### src/rtl/velocity_init.sv
`default_nettype none
// ============================================================================
// Module   : velocity_init
// Purpose  : Walks every lattice node once and writes an initial (ux, uy)
//            velocity drawn from two upstream Gaussian generators.
//            Optional macro VELINIT_CLAMP_EN saturates samples to +/-UMAX
//            and counts clamped components on clamp_count_o.
// Revision : 1.0 - initial release
// ============================================================================
module velocity_init #(
   parameter int                    DATA_WIDTH = 32,
   parameter int                    NX         = 16,
   parameter int                    NY         = 16,
   parameter int                    ADDR_WIDTH = 8,
   parameter logic [DATA_WIDTH-1:0] UMAX       = 32'h0004_0000
) (
   input  logic                  clk_i,
   input  logic                  reset_i,
   input  logic                  start_i,
   input  logic [DATA_WIDTH-1:0] ux_rand_i,
   input  logic [DATA_WIDTH-1:0] uy_rand_i,
   output logic                  gen_enable_o,
   output logic                  wr_valid_o,
   input  logic                  wr_ready_i,
   output logic [ADDR_WIDTH-1:0] wr_addr_o,
   output logic [DATA_WIDTH-1:0] wr_ux_o,
   output logic [DATA_WIDTH-1:0] wr_uy_o,
   output logic                  busy_o,
   output logic                  done_o
`ifdef VELINIT_CLAMP_EN
   ,
   output logic [15:0]           clamp_count_o
`endif
);

   localparam logic [ADDR_WIDTH-1:0] C_LAST_ADDR = ADDR_WIDTH'(NX * NY - 1);

   typedef enum logic [2:0] {
      S_IDLE    = 3'd0,
      S_ADVANCE = 3'd1,
      S_CAPTURE = 3'd2,
      S_WRITE   = 3'd3,
      S_DONE    = 3'd4
   } state_t;

   state_t                  state_q, state_d;
   logic [ADDR_WIDTH-1:0]   addr_q,  addr_d;
   logic [DATA_WIDTH-1:0]   ux_q,    ux_d;
   logic [DATA_WIDTH-1:0]   uy_q,    uy_d;
   logic [DATA_WIDTH-1:0]   ux_samp, uy_samp;
   logic                    start_acc, handshake;

   assign start_acc = (state_q == S_IDLE) && start_i;
   assign handshake = (state_q == S_WRITE) && wr_ready_i;

`ifdef VELINIT_CLAMP_EN
   localparam logic signed [DATA_WIDTH-1:0] C_POS_LIM = $signed(UMAX);
   localparam logic signed [DATA_WIDTH-1:0] C_NEG_LIM = -$signed(UMAX);

   logic        ux_hi, ux_lo, uy_hi, uy_lo;
   logic [16:0] cnt_sum;
   logic [15:0] cnt_q, cnt_d;

   assign ux_hi = $signed(ux_rand_i) > C_POS_LIM;
   assign ux_lo = $signed(ux_rand_i) < C_NEG_LIM;
   assign uy_hi = $signed(uy_rand_i) > C_POS_LIM;
   assign uy_lo = $signed(uy_rand_i) < C_NEG_LIM;

   assign ux_samp = ux_hi ? C_POS_LIM : (ux_lo ? C_NEG_LIM : ux_rand_i);
   assign uy_samp = uy_hi ? C_POS_LIM : (uy_lo ? C_NEG_LIM : uy_rand_i);
   assign cnt_sum = {1'b0, cnt_q} + 17'(ux_hi | ux_lo) + 17'(uy_hi | uy_lo);

   always_comb begin
      cnt_d = cnt_q;
      if (start_acc) begin
         cnt_d = 16'h0000;
      end else if (state_q == S_CAPTURE) begin
         cnt_d = cnt_sum[16] ? 16'hFFFF : cnt_sum[15:0];
      end
   end

   always_ff @(posedge clk_i) begin
      if (reset_i) begin
         cnt_q <= 16'h0000;
      end else begin
         cnt_q <= cnt_d;
      end
   end

   assign clamp_count_o = cnt_q;
`else
   // UMAX only matters to the clamp build; this tie-off generates no hardware.
   logic unused_umax;
   assign unused_umax = ^UMAX;
   assign ux_samp     = ux_rand_i;
   assign uy_samp     = uy_rand_i;
`endif

   always_comb begin
      state_d = state_q;
      case (state_q)
         S_IDLE:    if (start_i) state_d = S_ADVANCE;
         S_ADVANCE: state_d = S_CAPTURE;
         S_CAPTURE: state_d = S_WRITE;
         S_WRITE: begin
            if (wr_ready_i) begin
               state_d = (addr_q == C_LAST_ADDR) ? S_DONE : S_ADVANCE;
            end
         end
         S_DONE:    state_d = S_IDLE;
         default:   state_d = S_IDLE;
      endcase
   end

   always_ff @(posedge clk_i) begin
      if (reset_i) begin
         state_q <= S_IDLE;
      end else begin
         state_q <= state_d;
      end
   end

   // The counter holds at the last address through DONE; only Start clears it.
   always_comb begin
      addr_d = addr_q;
      ux_d   = ux_q;
      uy_d   = uy_q;
      if (start_acc) begin
         addr_d = '0;
      end else if (handshake && (addr_q != C_LAST_ADDR)) begin
         addr_d = addr_q + 1'b1;
      end
      if (state_q == S_CAPTURE) begin
         ux_d = ux_samp;
         uy_d = uy_samp;
      end
   end

   always_ff @(posedge clk_i) begin
      if (reset_i) begin
         addr_q <= '0;
         ux_q   <= '0;
         uy_q   <= '0;
      end else begin
         addr_q <= addr_d;
         ux_q   <= ux_d;
         uy_q   <= uy_d;
      end
   end

   assign gen_enable_o = (state_q == S_ADVANCE);
   assign wr_valid_o   = (state_q == S_WRITE);
   assign busy_o       = (state_q == S_ADVANCE) || (state_q == S_CAPTURE) ||
                         (state_q == S_WRITE);
   assign done_o       = (state_q == S_DONE);
   assign wr_addr_o    = addr_q;
   assign wr_ux_o      = ux_q;
   assign wr_uy_o      = uy_q;

endmodule
`default_nettype wire

### config.mk
export PLATFORM = sky130hd
export DESIGN_NAME = velocity_init
export DESIGN_NICKNAME = d
export VERILOG_FILES = /design/src/rtl/velocity_init.sv
export SDC_FILE = /design/constraint.sdc
export NUM_CORES = 1
export LEC_CHECK = 0
export BUFFER_PORTS_ARGS = -buffer_cell sky130_fd_sc_hd__buf_4
export CORE_UTILIZATION = 35
export CTS_CLUSTER_DIAMETER = 40
export CTS_CLUSTER_SIZE = 14
export DETAILED_ROUTE_END_ITERATION = 10
export PLACE_DENSITY_LB_ADDON = 0.15
export SLEW_MARGIN = 20
export SYNTH_ARGS = -nofsm -noshare
export SYNTH_HDL_FRONTEND = slang
export SYNTH_SLANG_ARGS = --single-unit
### constraint.sdc
create_clock -name clk_i -period 1.95 [get_ports clk_i]
set_clock_uncertainty 0.2 [all_clocks]
set_input_delay 0.39 -clock clk_i [delete_from_list [all_inputs] [get_ports clk_i]]
set_output_delay 0.39 -clock clk_i [all_outputs]
set_load 0.005 [all_outputs]
==> results of run 1 <==
[sequential cells by signal, summed over array words and instances, names as in the netlist]
name and count:
state_q 3, wr_addr_o 8, wr_ux_o 32, wr_uy_o 32
[worst max path at each step]
stage	to	slack [ps]	from	cells past startpoint
after floorplan	state_q[0]	290	wr_addr_o[0]	5
after global placement	state_q[0]	240	wr_addr_o[0]	5
after detailed placement	state_q[0]	150	wr_addr_o[0]	5
after CTS	state_q[0]	140	wr_addr_o[0]	5
after global routing	state_q[0]	10	wr_addr_o[0]	5
final	state_q[0]	130	wr_addr_o[0]	5
[metal layers]
layer  share of wire  global-route usage  routed length [um]
met5               0                   0                   0
met3           0.096              0.0673                 679
met1            0.43               0.218                3060
met2            0.45               0.266                3170
met4           0.022              0.0820                 158
[worst max-delay path, delay by kind of cell, from the launching register on]
kind,cells,cell delay [ps]
DFF,1,350
adders and majority gates,1,240
and+or+nand+nor,2,340
AOI/OAI and AO/OA,2,570
[kinds of logic after synthesis]
group | after synthesis | synth area share
and+or+nand+nor | 159 | 0.236
AOI/OAI and AO/OA | 76 | 0.152
DFF | 75 | 0.547
buffers and inverters | 24 | 0.0410
xor gates and xnor gates | 5 | 0.0160
muxes | 1 | 0.00365
adders and majority gates | 1 | 0.00456
[cell type report]
| class | count | area [um^2] |
|---|---|---|
| fill | 757 | 3320 |
| sequential | 75 | 1500 |
| timing repair buffer | 150 | 1140 |
| multi-input combinational | 242 | 1130 |
| clock buffer | 11 | 141 |
| tap | 99 | 124 |
| clock inverter | 5 | 52.6 |
[per-stage QoR]
stage,setup WS [ps],util,hold WS [ps]
global route,10.6,0.552,78.2
detailed placement,151,0.526,247
floorplan,293,-,253
global placement,245,0.526,242
CTS,138,0.552,75.2
finish,132,0.552,94.3
[where the power goes]
| group | total (mW) | leakage [nW] | switching (mW) | internal [mW] |
|---|---|---|---|---|
| Combinational | 0.528 | 1.08 | 0.248 | 0.280 |
| Clock | 1.16 | 0.0991 | 0.543 | 0.620 |
| Sequential | 1.67 | 0.610 | 0.0475 | 1.62 |
[layout by cell type (no fill, tap or decap), types with 2 or more instances in the layout]
cell type and count:
clkbuf_8 10, a21oi_1 66, nand3_1 2, clkinv_2 3, o211ai_1 2, nor2_1 11
buf_4 149, xor2_1 5, or3_1 2, nor3_1 2, o21ai_1 3, and3_1 2
nand2_1 131, dfxtp_1 75
==> qor.csv, run 1 <==
stage,metric,value,unit
status,status,finished clean,
synthesis,Post-synth EDFFs,0,
synthesis,"area leader, netlist",dfxtp_1,
critical_path,CP Capture Type,register,
timing,final hold violations,0,
cts,Root Buffer,clkbuf_8,
cts,CTS Buf Count,9,
critical_path,max incr delay on CP,380,ps
die,Rows,31,
synthesis,Syn Inst Count,341,
grt,largest net degree at the start of global routing,36,
cts,"Clk Latency, worst-skew pair",330,ps
cells_and_area,Final #Nets,547,
cts,clock buffer depth,2,
grt,first-pass GRT wire length,11600,um
synthesis,post-synthesis instance area,2750,um^2
placed_design,Inst Count DP,566,
synthesis,most common cell in the netlist,nand2_1,
critical_path,R2R Setup Slk,130,ps
detailed_routing,post-DR vias/cell,4.65,
job,max_cap viols,0,
grt,grt ovf,0,
cells_and_area,proportion of layout cells with a drive suffix above 1,0.350,
critical_path,worst setup path category,reg -> reg,
cts,hold_buf cts,0,
timing,Achievable Freq,0.550,GHz
critical_path,worst-path cell chain,ha_1 -> nand3_1 -> nor2_1 -> a21bo_1 -> a2111oi_0,
cts,CTS tree,built,
synthesis,Post-Syn Nets,410,
synthesis,top-area cell type share of the netlist area,0.547,
critical_path,Critical-path top delay cell,a2111oi_0,
timing,"Slew Viols, Final",0,
min_path,worst min-delay path class,in -> reg,
timing,Worst Tran Pin Value,365,ps
die,I/O pin total,144,
timing,Tmin final,1820,ps
synthesis,Netlist cell types,29,
detailed_routing,Pre-antenna DRT Iters,4,
grt,vias in the first global route,2510,
critical_path,Setup crit start kind,register,
detailed_routing,remaining antenna violation count,0,
cells_and_area,filler-free cell count of the finished design,582,
pwr,Pwr Density,821,nW/um^2
timing,setup violators final,0,
placed_design,routability cong.,0.779,
die,Initial Util,0.371,
synthesis,ys flop type,dfxtp_1,
cells_and_area,diode count,0,
min_path,Hold Crit Endpoint,wr_uy_o[25],
timing,RSZ-0062 raised after global routing,no,
detailed_routing,routed wire length,7070,um
detailed_routing,Avg WL per Cell,12.1,um
grt,initial antenna violation count,0,
synthesis,"Avg Cell Area, Syn",8.05,um^2
timing,TNS Setup,0,ps
cells_and_area,"Design Area, Final",4090,um^2
critical_path,Reg2Reg Capture Point,state_q[0],
cts,"CTS clk-pin slew, worst paths",80,ps
synthesis,post-synthesis sequential area ratio,0.547,
detailed_routing,Vias,2707,
die,core area,7410,um^2
min_path,worst hold start,uy_rand_i[25],
cells_and_area,Area growth syn-to-layout,49.1,%
cts,Post-CTS Resized,0,
pwr,Lkg Pwr,1.79,nW
synthesis,most frequent cells after synthesis,"132 x nand2_1, 75 x dfxtp_1, 66 x a21oi_1, 13 x clkbuf_1, 11 x nor2_1",
detailed_routing,Residual DRC,0,
placed_design,PortBufs,143,
critical_path,worst path required time,1960,ps
critical_path,Worst Reg-to-Reg Cells,5,
cts,CTS H-tree depth,3,
cts,setup bufs post-CTS,0,
placed_design,hpwl dp,4890,um
critical_path,Worst Path Arrival,1830,ps
synthesis,Synth async-reset ratio,0,
cts,Sink Count,75,
timing,final period utilization,0.932,
min_path,Hold Path Stages,3,
pwr,peak supply drop,0.405,mV
synthesis,ranking of synthesized cells by area,"dfxtp_1 55%, nand2_1 18%, a21oi_1 12%",
die,Die H,90.6,um
detailed_routing,first-iteration detailed-routing DRC count,56,
synthesis,"flops & latches, synth",75,
critical_path,Crit Path Max Fanout,6,
die,Die X,90.6,um
grt,GRT Util Overall,0.175,
synthesis,Syn. warnings,0,
critical_path,RR Startpoint,wr_addr_o[0],
timing,max_slew headroom,0.754,
placed_design,Placed Instance Area,3900,um^2
die,total die area,8200,um^2
pwr,Pwr Total,3.36,mW
Power figures use the tool's default switching activity.
==> run 2: changes to the inputs <==
Settings changed: BUFFER_PORTS_ARGS -buffer_cell sky130_fd_sc_hd__buf_4 to unset, DONT_BUFFER_PORTS set to 1.
==> run 2 against run 1 <==
The run now ends with negative hold slack left. Sequential share of layout area rose by 12 points. Count of clock-buffer cells in the layout fell by 1. Routed wire length fell by 12%. Cell count fell by 25%. Hold slack got worse by 170 ps. Setup slack improved by 69 ps. Sequential power barely moved. Critical path type unchanged. Largest cell class unchanged. Largest power group unchanged.
==> qor.csv, run 2 (synthesized netlist as in run 1, its figures left out) <==
stage,metric,value,unit,change
cells_and_area,diode count,0,,unchanged
grt,first-pass GRT wire length,10000,um,-13%
timing,TNS Setup,0,ps,unchanged
cts,setup bufs post-CTS,0,,unchanged
critical_path,Crit. Startpoint,state_q[0],,
critical_path,max incr delay on CP,460,ps,+80 ps
min_path,worst min-delay path class,in -> reg,,
die,core area,7410,um^2,unchanged
critical_path,worst-path cell chain,and4b_1 -> o211ai_4 -> or3_1 -> a21oi_1,,
pwr,Sw Share,0.231,,-0.0182
timing,hold_ws,-77.2,ps,-172 ps
placed_design,routability cong.,0.763,,-2.1%
cts,"Clk Latency, worst-skew pair",330,ps,about the same
timing,final hold violations,66,,+66
pwr,NetSw,770,uW,-8.2%
pwr,part of the power in registers,0.509,,+0.012
critical_path,Worst Path Arrival,1820,ps,about the same
placed_design,hpwl dp,4080,um,-17%
cts,Sink Count,75,,unchanged
cells_and_area,Area growth syn-to-layout,11.9,%,
status,failing checks,negative hold slack,,
critical_path,CP bufs+invs,0,,unchanged
detailed_routing,routed wire length,6200,um,-12%
die,total die area,8200,um^2,unchanged
cells_and_area,Final Util,0.414,,-0.138
critical_path,Critical-path top delay cell,dfxtp_1,,
critical_path,Setup crit start kind,register,,
pwr,Int Pwr,2.56,mW,+1.4%
detailed_routing,post-DR vias/cell,5.08,,+9.3%
critical_path,worst setup path category,reg -> reg,,
cts,Root Buffer,clkbuf_8,,
timing,Worst Tran Pin Value,312,ps,-53.3 ps
job,max_cap viols,0,,unchanged
pwr,Clock Power Share,0.415,,+0.069
detailed_routing,remaining antenna violation count,0,,unchanged
pwr,Pwr Total,3.33,mW,-0.98%
detailed_routing,first-iteration detailed-routing DRC count,74,,+32%
cts,CTS Buf Count,9,,unchanged
cts,CTS tree,built,,
cts,CTS H-tree depth,3,,unchanged
pwr,peak supply drop,0.391,mV,-3.3%
min_path,worst hold start,reset_i,,
pwr,Lkg Pwr,1.08,nW,-40%
die,Rows,31,,unchanged
timing,Achievable Freq,0.572,GHz,+3.9%
cells_and_area,"commonest non-fill, non-tap cell in the layout",nand2_1,,
timing,final period utilization,0.897,,-0.0354
timing,setup violators final,0,,unchanged
placed_design,Inst Count DP,423,,-25%
cells_and_area,Final #Nets,405,,-26%
critical_path,cell family with most CP delay,simple AND/OR/NAND/NOR gates,,
detailed_routing,Residual DRC,0,,unchanged
cells_and_area,filler-free cell count of the finished design,439,,-25%
critical_path,worst path required time,2020,ps,+60 ps
timing,"Slew Viols, Final",0,,unchanged
pwr,Comb pwr share,0.075,,-0.082
grt,largest net degree at the start of global routing,69,,+92%
timing,RSZ-0062 raised after global routing,no,,
detailed_routing,Pre-antenna DRT Iters,4,,unchanged
die,Die H,90.6,um,unchanged
cells_and_area,most frequent cells in the layout,"131 x nand2_1, 75 x dfxtp_1, 66 x a21oi_1, 11 x nor2_1, 9 x clkbuf_8",,
pwr,Pwr Density,1080,nW/um^2,+32%
detailed_routing,Avg WL per Cell,14.1,um,+16%
detailed_routing,Vias,2232,,-18%
grt,initial antenna violation count,0,,unchanged
timing,max_slew headroom,0.787,,+0.0324
grt,vias in the first global route,2188,,-13%
critical_path,RR Startpoint,state_q[0],,
cells_and_area,proportion of layout cells with a drive suffix above 1,0.0765,,-0.273
timing,Tmin final,1750,ps,-69.1 ps
critical_path,CP Capture Type,register,,
cts,hold_buf cts,1,,+1
cells_and_area,FILL cells,810,,+7.0%
cts,clock buffer depth,2,,unchanged
die,I/O pin total,144,,unchanged
grt,grt ovf,0,,unchanged
die,Initial Util,0.371,,unchanged
grt,GRT Util Overall,0.152,,-0.0236
cts,"CTS clk-pin slew, worst paths",80,ps,about the same
critical_path,Crit Path Max Fanout,9,,+3
status,status,"finished, violations left",,
die,Die X,90.6,um,unchanged
placed_design,PortBufs,0,,-100%
==> run 2: cell types whose count changed in the layout (fill, tap and decap cells not counted) <==
cell / before / now
buf_4: 149 / 6
bufinv_16: 1 / 3
clkinv_2: 3 / 1
clkbuf_8: 10 / 9
dlygate4sd3_1: 0 / 1
nand3_1: 2 / 1
nand3_2: 0 / 1
==> run 2: repair_timing <==
| item | CTS | global route |
|---|---|---|
| setup endpoints to repair | 0 | 1 |
| hold endpoints to repair | 67 | 66 |
| gates resized for setup | 0 | 1 |
==> run 2: layer usage <==
layer,track usage,wire (um)
met1,0.160,2570
met2,0.242,2700
met3,0.0774,758
met4,0.0874,166
met5,0,0
==> run 2: path summary, 6_finish.rpt <==
check,end,slack [ps],cells after the start
hold / removal,wr_ux_o[13],-80,1
setup reg to reg,wr_addr_o[7],200,4
setup / recovery,wr_addr_o[7],200,4
hold reg to reg,wr_ux_o[9],270,2
==> run 2: area by class of cell <==
class | instances | area [um^2] | share of cell area
multi-input cells | 242 | 1140 | 0.371
repair buffers | 8 | 75.1 | 0.0244
well taps | 99 | 124 | 0.0403
clock buffers | 10 | 128 | 0.0416
flip-flops and latches | 75 | 1500 | 0.489
clock inverters | 5 | 103 | 0.0334
==> run 2: power groups by stage <==
stage	Sequential (mW)	Combinational, mW	Clock [mW]
detailed placement	1.73	0.256	0
CTS	1.70	0.259	1.43
global route	1.71	0.297	1.49
floorplan	1.71	0.225	0
finish	1.69	0.251	1.38
global placement	1.73	0.249	0
==> run 2: metrics by stage <==
step                      cell area (um^2)  hold slack, ps  setup slack (ps)
after CTS                             3070            -111               127
after global routing                  3070            -106              85.1
after detailed placement              2830             261               150
final                                 3070           -77.2               201
after global placement                2830             253               204
after floorplan                       2750             253               293
